### config.mk
export PLATFORM = sky130hd
export DESIGN_NAME = mem_stage_lsu_flat
export DESIGN_NICKNAME = d
export VERILOG_FILES = /design/src/rtl/mem_stage_lsu_if.sv /design/src/rtl/mem_stage_lsu.sv /design/src/flat_wrapper.sv
export SDC_FILE = /design/constraint.sdc
export NUM_CORES = 1
export LEC_CHECK = 0
export BUFFER_PORTS_ARGS = -buffer_cell sky130_fd_sc_hd__buf_2
export CORE_ASPECT_RATIO = 0.75
export CORE_MARGIN = 5
export CORE_UTILIZATION = 54
export CTS_CLUSTER_SIZE = 20
export DETAILED_ROUTE_END_ITERATION = 12
export GPL_TIMING_DRIVEN = 0
export PLACE_DENSITY = 0.88
export SLEW_MARGIN = 10
export SYNTH_ARGS = -nofsm -noshare
export SYNTH_HDL_FRONTEND = slang
export SYNTH_SLANG_ARGS = --single-unit
### constraint.sdc
create_clock -name clk -period 3.1 [get_ports clk]
set_input_delay 0.62 -clock clk [delete_from_list [all_inputs] [get_ports clk]]
set_output_delay 0.62 -clock clk [all_outputs]
set_load 0.01 [all_outputs]
### src/rtl/mem_stage_lsu_if.sv
// -----------------------------------------------------------------------------
// mem_stage_lsu_if
// Data-memory bus between the MEM-stage load/store unit and data memory.
//
// Signals:
//   dmem_req    LSU -> mem  request, held until dmem_ready
//   dmem_we     LSU -> mem  1 = write, 0 = read
//   dmem_addr   LSU -> mem  word address, bits [1:0] always 0
//   dmem_wdata  LSU -> mem  lane-replicated store data
//   dmem_be     LSU -> mem  byte enables
//   dmem_ready  mem -> LSU  request completes this cycle
//   dmem_rdata  mem -> LSU  read word, valid together with dmem_ready
//
// Modports: master (the LSU), slave (the memory), monitor (observe only).
// -----------------------------------------------------------------------------
interface mem_stage_lsu_if;
  logic        dmem_req;
  logic        dmem_we;
  logic [31:0] dmem_addr;
  logic [31:0] dmem_wdata;
  logic [3:0]  dmem_be;
  logic        dmem_ready;
  logic [31:0] dmem_rdata;

  modport master (
    output dmem_req,
    output dmem_we,
    output dmem_addr,
    output dmem_wdata,
    output dmem_be,
    input  dmem_ready,
    input  dmem_rdata
  );

  modport slave (
    input  dmem_req,
    input  dmem_we,
    input  dmem_addr,
    input  dmem_wdata,
    input  dmem_be,
    output dmem_ready,
    output dmem_rdata
  );

  modport monitor (
    input dmem_req,
    input dmem_we,
    input dmem_addr,
    input dmem_wdata,
    input dmem_be,
    input dmem_ready,
    input dmem_rdata
  );
endinterface

### src/rtl/mem_stage_lsu.sv
// -----------------------------------------------------------------------------
// mem_stage_lsu
// Load/store unit for the MEM stage of a 5-stage RV32I pipeline. Converts the
// EX/MEM load/store controls into one data-memory bus transaction, stalls the
// pipeline while the bus inserts wait states, and returns aligned and
// sign/zero-extended load data for the MEM/WB register.
//
// Parameters:
//   TIMEOUT_CYCLES  REQ cycles without dmem_ready before the access aborts
//                   with a fault (1..65535)
//
// Ports:
//   clk, rstn              clock, asynchronous active-low reset
//   ex_mem_valid_i         instruction in MEM is valid
//   ex_mem_mem_read_i      load
//   ex_mem_mem_write_i     store
//   ex_mem_funct3_i        RV32I load/store funct3 (size/sign)
//   ex_mem_alu_result_i    effective byte address
//   ex_mem_rs2_data_i      store source data
//   dmem                   data-memory bus (master side)
//   mem_read_data_o        formatted load result to MEM/WB
//   mem_stall_o            freeze the front of the pipe, bubble MEM/WB
//   mem_access_fault_o     one-cycle pulse on a rejected or timed-out access
// -----------------------------------------------------------------------------
module mem_stage_lsu #(
  parameter int unsigned TIMEOUT_CYCLES = 255
) (
  input  logic                   clk,
  input  logic                   rstn,
  input  logic                   ex_mem_valid_i,
  input  logic                   ex_mem_mem_read_i,
  input  logic                   ex_mem_mem_write_i,
  input  logic [2:0]             ex_mem_funct3_i,
  input  logic [31:0]            ex_mem_alu_result_i,
  input  logic [31:0]            ex_mem_rs2_data_i,
  mem_stage_lsu_if.master        dmem,
  output logic [31:0]            mem_read_data_o,
  output logic                   mem_stall_o,
  output logic                   mem_access_fault_o
);

  typedef enum logic [1:0] {
    ST_IDLE = 2'd0,
    ST_REQ  = 2'd1,
    ST_DONE = 2'd2
  } state_e;

  // Counter value seen in the last REQ cycle before the access is abandoned.
  localparam logic [15:0] TIMEOUT_LAST = 16'(TIMEOUT_CYCLES - 32'd1);

  // ---------------------------------------------------------------------------
  // Formatting helpers
  // ---------------------------------------------------------------------------

  // funct3 values the ISA defines for the given direction.
  function automatic logic f3_legal(input logic is_read, input logic [2:0] f3);
    logic ok;
    case (f3)
      3'b000, 3'b001, 3'b010: ok = 1'b1;
      3'b100, 3'b101:         ok = is_read;
      default:                ok = 1'b0;
    endcase
    return ok;
  endfunction

  // Halfwords need an even address, words a 4-byte aligned one.
  function automatic logic misaligned(input logic [2:0] f3, input logic [1:0] off);
    logic mis;
    case (f3[1:0])
      2'b01:   mis = off[0];
      2'b10:   mis = (off != 2'b00);
      default: mis = 1'b0;
    endcase
    return mis;
  endfunction

  function automatic logic [3:0] access_be(input logic [2:0] f3, input logic [1:0] off);
    logic [3:0] be;
    case (f3[1:0])
      2'b00:   be = 4'b0001 << off;
      2'b01:   be = off[1] ? 4'b1100 : 4'b0011;
      2'b10:   be = 4'b1111;
      default: be = 4'b0000;
    endcase
    return be;
  endfunction

  // Replicating across lanes lets memory pick the bytes with be alone.
  function automatic logic [31:0] store_wdata(input logic [2:0] f3, input logic [31:0] rs2);
    logic [31:0] wd;
    case (f3[1:0])
      2'b00:   wd = {4{rs2[7:0]}};
      2'b01:   wd = {2{rs2[15:0]}};
      default: wd = rs2;
    endcase
    return wd;
  endfunction

  function automatic logic [31:0] load_format(input logic [2:0]  f3,
                                              input logic [1:0]  off,
                                              input logic [31:0] word);
    logic [7:0]  byte_v;
    logic [15:0] half_v;
    logic [31:0] res;
    byte_v = word[{off, 3'b000} +: 8];
    half_v = off[1] ? word[31:16] : word[15:0];
    case (f3)
      3'b000:  res = {{24{byte_v[7]}}, byte_v};
      3'b001:  res = {{16{half_v[15]}}, half_v};
      3'b010:  res = word;
      3'b100:  res = {24'h000000, byte_v};
      3'b101:  res = {16'h0000, half_v};
      default: res = 32'h0000_0000;
    endcase
    return res;
  endfunction

  // ---------------------------------------------------------------------------
  // State
  // ---------------------------------------------------------------------------
  state_e      state_q, state_d;
  logic [15:0] cnt_q, cnt_d;
  logic [31:0] addr_q, addr_d;
  logic        we_q, we_d;
  logic [3:0]  be_q, be_d;
  logic [31:0] wdata_q, wdata_d;
  logic [2:0]  f3_q, f3_d;
  logic [1:0]  off_q, off_d;
  logic [31:0] rdata_q, rdata_d;
  logic        tfault_q, tfault_d;

  logic        access_s;
  logic        bad_s;
  logic        stall_s;
  logic        afault_s;

  // Request decode; only meaningful while the FSM is waiting in IDLE.
  always_comb begin
    access_s = ex_mem_valid_i & (ex_mem_mem_read_i | ex_mem_mem_write_i);
    bad_s    = (ex_mem_mem_read_i & ex_mem_mem_write_i)
             | ~f3_legal(ex_mem_mem_read_i, ex_mem_funct3_i)
             | misaligned(ex_mem_funct3_i, ex_mem_alu_result_i[1:0]);
  end

  // Next-state and combinational outputs of the access FSM.
  always_comb begin
    state_d  = state_q;
    cnt_d    = cnt_q;
    addr_d   = addr_q;
    we_d     = we_q;
    be_d     = be_q;
    wdata_d  = wdata_q;
    f3_d     = f3_q;
    off_d    = off_q;
    rdata_d  = rdata_q;
    tfault_d = 1'b0;
    stall_s  = 1'b0;
    afault_s = 1'b0;

    case (state_q)
      ST_IDLE: begin
        if (access_s) begin
          if (bad_s) begin
            // Rejected before touching the bus; pipeline keeps moving.
            afault_s = 1'b1;
          end else begin
            stall_s = 1'b1;
            addr_d  = {ex_mem_alu_result_i[31:2], 2'b00};
            we_d    = ex_mem_mem_write_i;
            be_d    = access_be(ex_mem_funct3_i, ex_mem_alu_result_i[1:0]);
            wdata_d = store_wdata(ex_mem_funct3_i, ex_mem_rs2_data_i);
            f3_d    = ex_mem_funct3_i;
            off_d   = ex_mem_alu_result_i[1:0];
            cnt_d   = 16'd0;
            state_d = ST_REQ;
          end
        end else begin
          state_d = ST_IDLE;
        end
      end

      ST_REQ: begin
        stall_s = 1'b1;
        if (dmem.dmem_ready) begin
          if (!we_q) begin
            rdata_d = load_format(f3_q, off_q, dmem.dmem_rdata);
          end else begin
            rdata_d = rdata_q;
          end
          cnt_d   = 16'd0;
          state_d = ST_DONE;
        end else if (cnt_q == TIMEOUT_LAST) begin
          // Fault pulse and zeroed load data appear together in DONE.
          tfault_d = 1'b1;
          rdata_d  = 32'h0000_0000;
          cnt_d    = 16'd0;
          state_d  = ST_DONE;
        end else begin
          cnt_d = cnt_q + 16'd1;
        end
      end

      ST_DONE: begin
        // One unstalled cycle; the EX/MEM inputs are still the finished
        // instruction, so they must not start a second access.
        state_d = ST_IDLE;
      end

      default: begin
        state_d = ST_IDLE;
      end
    endcase
  end

  // State and latched transaction registers.
  always_ff @(posedge clk or negedge rstn) begin
    if (!rstn) begin
      state_q  <= ST_IDLE;
      cnt_q    <= 16'd0;
      addr_q   <= 32'h0000_0000;
      we_q     <= 1'b0;
      be_q     <= 4'b0000;
      wdata_q  <= 32'h0000_0000;
      f3_q     <= 3'b000;
      off_q    <= 2'b00;
      rdata_q  <= 32'h0000_0000;
      tfault_q <= 1'b0;
    end else begin
      state_q  <= state_d;
      cnt_q    <= cnt_d;
      addr_q   <= addr_d;
      we_q     <= we_d;
      be_q     <= be_d;
      wdata_q  <= wdata_d;
      f3_q     <= f3_d;
      off_q    <= off_d;
      rdata_q  <= rdata_d;
      tfault_q <= tfault_d;
    end
  end

  assign dmem.dmem_req   = (state_q == ST_REQ);
  assign dmem.dmem_we    = we_q;
  assign dmem.dmem_addr  = addr_q;
  assign dmem.dmem_be    = be_q;
  assign dmem.dmem_wdata = wdata_q;

  assign mem_read_data_o = rdata_q;
  // Gated by rstn so stall and fault drop the instant reset asserts, even
  // while EX/MEM still presents an access.
  assign mem_stall_o        = stall_s & rstn;
  assign mem_access_fault_o = (afault_s | tfault_q) & rstn;

endmodule

### src/flat_wrapper.sv
// flat-port wrapper written by rule: the top's interface ports become plain ports
module mem_stage_lsu_flat 
#(
  parameter int unsigned TIMEOUT_CYCLES = 255
)
  (clk, rstn, ex_mem_valid_i, ex_mem_mem_read_i, ex_mem_mem_write_i, ex_mem_funct3_i, ex_mem_alu_result_i, ex_mem_rs2_data_i, mem_read_data_o, mem_stall_o, mem_access_fault_o, dmem_dmem_req, dmem_dmem_we, dmem_dmem_addr, dmem_dmem_wdata, dmem_dmem_be, dmem_dmem_ready, dmem_dmem_rdata);
  mem_stage_lsu_if dmem_i ();
  input  logic clk;
  input  logic rstn;
  input  logic ex_mem_valid_i;
  input  logic ex_mem_mem_read_i;
  input  logic ex_mem_mem_write_i;
  input  logic [2:0] ex_mem_funct3_i;
  input  logic [31:0] ex_mem_alu_result_i;
  input  logic [31:0] ex_mem_rs2_data_i;
  output logic [31:0] mem_read_data_o;
  output logic mem_stall_o;
  output logic mem_access_fault_o;
  output wire logic [$bits(dmem_i.dmem_req)-1:0] dmem_dmem_req;
  output wire logic [$bits(dmem_i.dmem_we)-1:0] dmem_dmem_we;
  output wire logic [$bits(dmem_i.dmem_addr)-1:0] dmem_dmem_addr;
  output wire logic [$bits(dmem_i.dmem_wdata)-1:0] dmem_dmem_wdata;
  output wire logic [$bits(dmem_i.dmem_be)-1:0] dmem_dmem_be;
  input wire logic [$bits(dmem_i.dmem_ready)-1:0] dmem_dmem_ready;
  input wire logic [$bits(dmem_i.dmem_rdata)-1:0] dmem_dmem_rdata;
  assign dmem_dmem_req = dmem_i.dmem_req;
  assign dmem_dmem_we = dmem_i.dmem_we;
  assign dmem_dmem_addr = dmem_i.dmem_addr;
  assign dmem_dmem_wdata = dmem_i.dmem_wdata;
  assign dmem_dmem_be = dmem_i.dmem_be;
  assign dmem_i.dmem_ready = dmem_dmem_ready;
  assign dmem_i.dmem_rdata = dmem_dmem_rdata;
  mem_stage_lsu #(.TIMEOUT_CYCLES(TIMEOUT_CYCLES)) u_core (.clk(clk), .rstn(rstn), .ex_mem_valid_i(ex_mem_valid_i), .ex_mem_mem_read_i(ex_mem_mem_read_i), .ex_mem_mem_write_i(ex_mem_mem_write_i), .ex_mem_funct3_i(ex_mem_funct3_i), .ex_mem_alu_result_i(ex_mem_alu_result_i), .ex_mem_rs2_data_i(ex_mem_rs2_data_i), .dmem(dmem_i), .mem_read_data_o(mem_read_data_o), .mem_stall_o(mem_stall_o), .mem_access_fault_o(mem_access_fault_o));
endmodule
==> flow_results.xml <==
<?xml version="1.0" encoding="UTF-8"?>
<metrics>
  <group name="run_status">
    <metric name="run_status" unit="">complete, no violations</metric>
  </group>
  <group name="worst_setup_path">
    <metric name="timing.setup.critical_path_class" unit="">input port to output pin</metric>
    <metric name="timing.critical_path.from_type" unit="">input port</metric>
    <metric name="r2r_start" unit="">u_core.cnt_q[8]</metric>
    <metric name="critPathMaxFanout" unit="">7</metric>
    <metric name="crit_path_from" unit="">ex_mem_funct3_i[0]</metric>
    <metric name="critical_path_arrival" unit="ns">2.35</metric>
    <metric name="critPathRequiredTime" unit="ns">2.48</metric>
    <metric name="r2r-end" unit="">u_core.mem_read_data_o[6]</metric>
    <metric name="ff2ff_path_depth" unit="">6</metric>
    <metric name="reg2reg_setup_slack" unit="ns">0.86</metric>
    <metric name="worst_setup_path_end_kind" unit="">output pin</metric>
    <metric name="worstSetupEndpoint" unit="">mem_stall_o</metric>
  </group>
  <group name="place">
    <metric name="gp_congestion" unit="">0.923</metric>
    <metric name="port_buffers" unit="">206</metric>
    <metric name="dp.final_hpwl" unit="um">13700</metric>
    <metric name="place_area" unit="um2">7150</metric>
    <metric name="pre_cts_ws" unit="ns">-0.0520</metric>
    <metric name="count_of_placed_standard_cells_including_taps" unit="">917</metric>
  </group>
  <group name="clock_network">
    <metric name="clockBufferDepth" unit="">2</metric>
    <metric name="worstSkewPairLatency" unit="ns">0.40</metric>
    <metric name="number_of_buffers_inserted_to_repair_setup_after_cts" unit="">0</metric>
    <metric name="clock_sinks" unit="">123</metric>
    <metric name="post_cts_hold_buffer_count" unit="">0</metric>
    <metric name="clkSlewWorstSetupHoldPaths" unit="ns">0.05</metric>
    <metric name="cts_made_buffers" unit="">17</metric>
    <metric name="cts_root_buffer" unit="">sky130_fd_sc_hd__clkbuf_16</metric>
    <metric name="cts_resized" unit="">0</metric>
    <metric name="cts_tree" unit="">built</metric>
    <metric name="ctsHtreeMaxLevel" unit="">4</metric>
  </group>
  <group name="synth">
    <metric name="synthAdderAreaFrac" unit="">0.0127</metric>
    <metric name="distinct_cell_type_count_after_synthesis" unit="">53</metric>
    <metric name="post_synthesis_async_set_or_reset_flop_share" unit="">1.00</metric>
    <metric name="ys_seq_elements" unit="">123</metric>
    <metric name="ys_dominant_reg_cell" unit="">sky130_fd_sc_hd__dfrtp_1</metric>
    <metric name="avgSynthCellArea" unit="um2">10.4</metric>
    <metric name="synth-simple-area-share" unit="">0.129</metric>
    <metric name="synth-compound-area-share" unit="">0.188</metric>
    <metric name="yosysWarnings" unit="">0</metric>
    <metric name="synth_xor_area_frac" unit="">0.00148</metric>
    <metric name="synthesis.area" unit="um2">5900</metric>
    <metric name="combinational_family_with_the_most_area_after_synthesis" unit="">compound AO/OA/AOI/OAI gates</metric>
    <metric name="yosysSeqAreaShare" unit="">0.521</metric>
    <metric name="yosys-mux-area-fraction" unit="">0.109</metric>
    <metric name="synth-edff-count" unit="">0</metric>
    <metric name="syn-instance-count" unit="">569</metric>
  </group>
  <group name="worst_hold_path">
    <metric name="hold_path.class" unit="">input port to async pin</metric>
  </group>
  <group name="final_layout">
    <metric name="drive_gt1_frac" unit="">0.373</metric>
    <metric name="final_nets" unit="">907</metric>
    <metric name="num_antenna_cells" unit="">0</metric>
    <metric name="multiInputGateArea" unit="um2">2610</metric>
    <metric name="layout.area.seq" unit="um2">3080</metric>
    <metric name="stdcell_area" unit="um2">7760</metric>
    <metric name="area_growth_syn_to_layout" unit="%">31.4</metric>
    <metric name="non_filler_instance_count_after_layout" unit="">947</metric>
    <metric name="fillerInstances" unit="">769</metric>
  </group>
  <group name="power">
    <metric name="irDropWorstVdd" unit="mV">0.500</metric>
    <metric name="power_density" unit="nW/um2">879</metric>
    <metric name="leakage_dissipation" unit="nW">3.97</metric>
    <metric name="fin_total_pwr" unit="mW">6.82</metric>
  </group>
  <group name="timing">
    <metric name="finalSetupViolations" unit="">0</metric>
    <metric name="setup_ws" unit="ns">0.134</metric>
    <metric name="final.period_utilization" unit="">0.957</metric>
    <metric name="finClkSkew" unit="ns">0.00569</metric>
    <metric name="unrepaired_setup_endpoints_after_global_routing" unit="">false</metric>
    <metric name="worst_max_slew_pin_slew" unit="ns">0.759</metric>
    <metric name="timing_max_transition_violations_final" unit="">0</metric>
    <metric name="relSlewSlack" unit="">0.490</metric>
    <metric name="setup_tns" unit="ns">0</metric>
    <metric name="report.final.hold_viol_count" unit="">0</metric>
    <metric name="timing.fmax" unit="GHz">0.337</metric>
    <metric name="period_minus_slack" unit="ns">2.97</metric>
  </group>
  <group name="route">
    <metric name="wl_met1" unit="um">6810</metric>
    <metric name="first_iter_violations" unit="">454</metric>
    <metric name="avgRoutedWirePerCell" unit="um">19.2</metric>
    <metric name="drt-total-wl" unit="um">18200</metric>
    <metric name="num_vias" unit="">5614</metric>
    <metric name="post-route-drc-count" unit="">0</metric>
    <metric name="drtPass1Iterations" unit="">5</metric>
    <metric name="highest_layer" unit="">met4</metric>
    <metric name="met2WireLength" unit="um">8810</metric>
    <metric name="viasPerCell" unit="">5.93</metric>
    <metric name="antenna_left" unit="">0</metric>
    <metric name="route.met3.wl" unit="um">2080</metric>
  </group>
  <group name="floorplanning">
    <metric name="core" unit="um2">10800</metric>
    <metric name="die_width" unit="um">131</metric>
    <metric name="design.die.area" unit="um2">13100</metric>
    <metric name="floorplan.initialDensity" unit="">0.546</metric>
    <metric name="rows" unit="">33</metric>
    <metric name="die_height" unit="um">101</metric>
    <metric name="io-pin-count" unit="">209</metric>
  </group>
  <group name="global_routing">
    <metric name="grt_antenna_before_repair" unit="">0</metric>
    <metric name="grt_util_all_layers" unit="">0.282</metric>
    <metric name="global_route_wire_length_before_repair" unit="um">28800</metric>
    <metric name="number_of_global_route_vias_before_repair" unit="">5724</metric>
    <metric name="gr-total-overflow" unit="">0</metric>
    <metric name="largest_net_degree_at_the_start_of_global_routing" unit="">88</metric>
  </group>
  <group name="job">
    <metric name="max_cap_violations" unit="">0</metric>
  </group>
</metrics>
## placed cells by master (no fill, tap or decap), types with 4 or more instances in the layout
cell / synthesis / final
sky130_fd_sc_hd__buf_1: 4 / 4
sky130_fd_sc_hd__a2bb2oi_1: 5 / 5
sky130_fd_sc_hd__clkbuf_16: 0 / 17
sky130_fd_sc_hd__a31oi_1: 7 / 7
sky130_fd_sc_hd__nand2b_1: 9 / 9
sky130_fd_sc_hd__nor3_1: 5 / 5
sky130_fd_sc_hd__a21o_1: 19 / 19
sky130_fd_sc_hd__a221oi_1: 9 / 9
sky130_fd_sc_hd__buf_6: 3 / 4
sky130_fd_sc_hd__ha_1: 6 / 6
sky130_fd_sc_hd__nor2_1: 22 / 22
sky130_fd_sc_hd__a22oi_1: 9 / 9
sky130_fd_sc_hd__inv_1: 10 / 10
sky130_fd_sc_hd__clkbuf_1: 19 / 22
sky130_fd_sc_hd__a22o_1: 10 / 10
sky130_fd_sc_hd__mux2_2: 41 / 41
sky130_fd_sc_hd__mux2i_1: 16 / 16
sky130_fd_sc_hd__a21oi_1: 36 / 36
sky130_fd_sc_hd__o31ai_1: 4 / 4
sky130_fd_sc_hd__or3_1: 4 / 4
sky130_fd_sc_hd__o21ai_1: 12 / 12
sky130_fd_sc_hd__bufinv_16: 0 / 4
sky130_fd_sc_hd__nand3_1: 15 / 15
sky130_fd_sc_hd__nand4_1: 4 / 4
sky130_fd_sc_hd__nand2_1: 87 / 87
sky130_fd_sc_hd__buf_2: 8 / 213
sky130_fd_sc_hd__o21ai_0: 43 / 43
sky130_fd_sc_hd__dfrtp_1: 123 / 123
## cell type report
class | count | share of cell area
plain buffers | 37 | 0.0235
clock buffers | 22 | 0.0598
clock inverters | 8 | 0.0184
inverters | 10 | 0.00484
multi-input cells | 400 | 0.337
flip-flops and latches | 123 | 0.397
well taps | 140 | 0.0226
repair buffers | 207 | 0.137
## through the flow
stage / utilization / hold slack (ns)
finish: 0.717 / 0.118
global route: 0.717 / 0.132
CTS: 0.717 / 0.121
detailed placement: 0.661 / 0.461
global placement: 0.658 / 0.454
floorplan: - / 0.324
## layer usage
layer / up-vias / global-route usage
met2: 341 / 0.468
met4: 0 / 0.110
met5: - / 0
li1: 2501 / -
met1: 2726 / 0.344
met3: 46 / 0.0874
## how the worst min path moves through the flow
stage	start	endpoint	slack, ns	cells after the start
2_1_floorplan	rstn	u_core.cnt_q[0]	0.32	0
3_3_place_gp	u_core.mem_read_data_o[26]	u_core.mem_read_data_o[26]	0.45	1
3_5_place_dp	u_core.dmem.dmem_be[1]	u_core.dmem.dmem_be[1]	0.46	2
4_1_cts	rstn	u_core.dmem.dmem_addr[31]	0.12	1
5_1_grt	rstn	u_core.dmem.dmem_addr[31]	0.13	1
6_report	rstn	u_core.dmem.dmem_addr[31]	0.12	1
## report_power, final
part | internal, mW | total, mW | switching [mW]
Clock | 1.37 | 2.04 | 0.670
Combinational | 0.990 | 2.22 | 1.23
Sequential | 2.19 | 2.56 | 0.370
## worst max-delay path: stages
cell and delay, ns:
sky130_fd_sc_hd__buf_2 0.11, sky130_fd_sc_hd__inv_1 0.07, sky130_fd_sc_hd__ha_1 0.28, sky130_fd_sc_hd__o211a_1 0.24, sky130_fd_sc_hd__a31oi_1 0.29, sky130_fd_sc_hd__nand2_1 0.24, sky130_fd_sc_hd__nor2_1 0.19, sky130_fd_sc_hd__o211a_1 0.17
sky130_fd_sc_hd__buf_2 0.13
## Yosys cell counts, types with 6 or more instances
| cell type | instances | area (um2) |
|---|---|---|
| sky130_fd_sc_hd__mux2_2 | 41 | 462 |
| sky130_fd_sc_hd__nor2_1 | 22 | 82.6 |
| sky130_fd_sc_hd__ha_1 | 6 | 75.1 |
| sky130_fd_sc_hd__nand2b_1 | 9 | 56.3 |
| sky130_fd_sc_hd__clkbuf_1 | 19 | 71.3 |
| sky130_fd_sc_hd__o21ai_0 | 43 | 215 |
| sky130_fd_sc_hd__dfrtp_1 | 123 | 3080 |
| sky130_fd_sc_hd__a22oi_1 | 9 | 67.6 |
| sky130_fd_sc_hd__a21oi_1 | 36 | 180 |
| sky130_fd_sc_hd__a221oi_1 | 9 | 78.8 |
| sky130_fd_sc_hd__nand2_1 | 87 | 327 |
| sky130_fd_sc_hd__mux2i_1 | 16 | 160 |
| sky130_fd_sc_hd__nand3_1 | 15 | 75.1 |
| sky130_fd_sc_hd__buf_2 | 8 | 40.0 |
| sky130_fd_sc_hd__a21o_1 | 19 | 143 |
| sky130_fd_sc_hd__a22o_1 | 10 | 87.6 |
| sky130_fd_sc_hd__a31oi_1 | 7 | 43.8 |
| sky130_fd_sc_hd__inv_1 | 10 | 37.5 |
| sky130_fd_sc_hd__o21ai_1 | 12 | 60.1 |
## cells by family after synthesis
group                      after synthesis
other                                    1
AOI/OAI and AO/OA                      169
xor gates and xnor gates                 1
DFF                                    123
buffers and inverters                   47
adders and majority gates                6
and+or+nand+nor                        164
muxes                                   58
## state kept, by name (all words and copies together) (netlist names)
signal,cells
u_core.off_q,2
u_core.dmem.dmem_wdata,32
u_core.dmem.dmem_be,4
u_core.cnt_q,16
u_core.dmem.dmem_we,1
u_core.mem_read_data_o,32
u_core.f3_q,3
u_core.tfault_q,1
u_core.dmem.dmem_addr,30
u_core.state_q,2
Note: power is estimated with default switching activity, not from simulation.
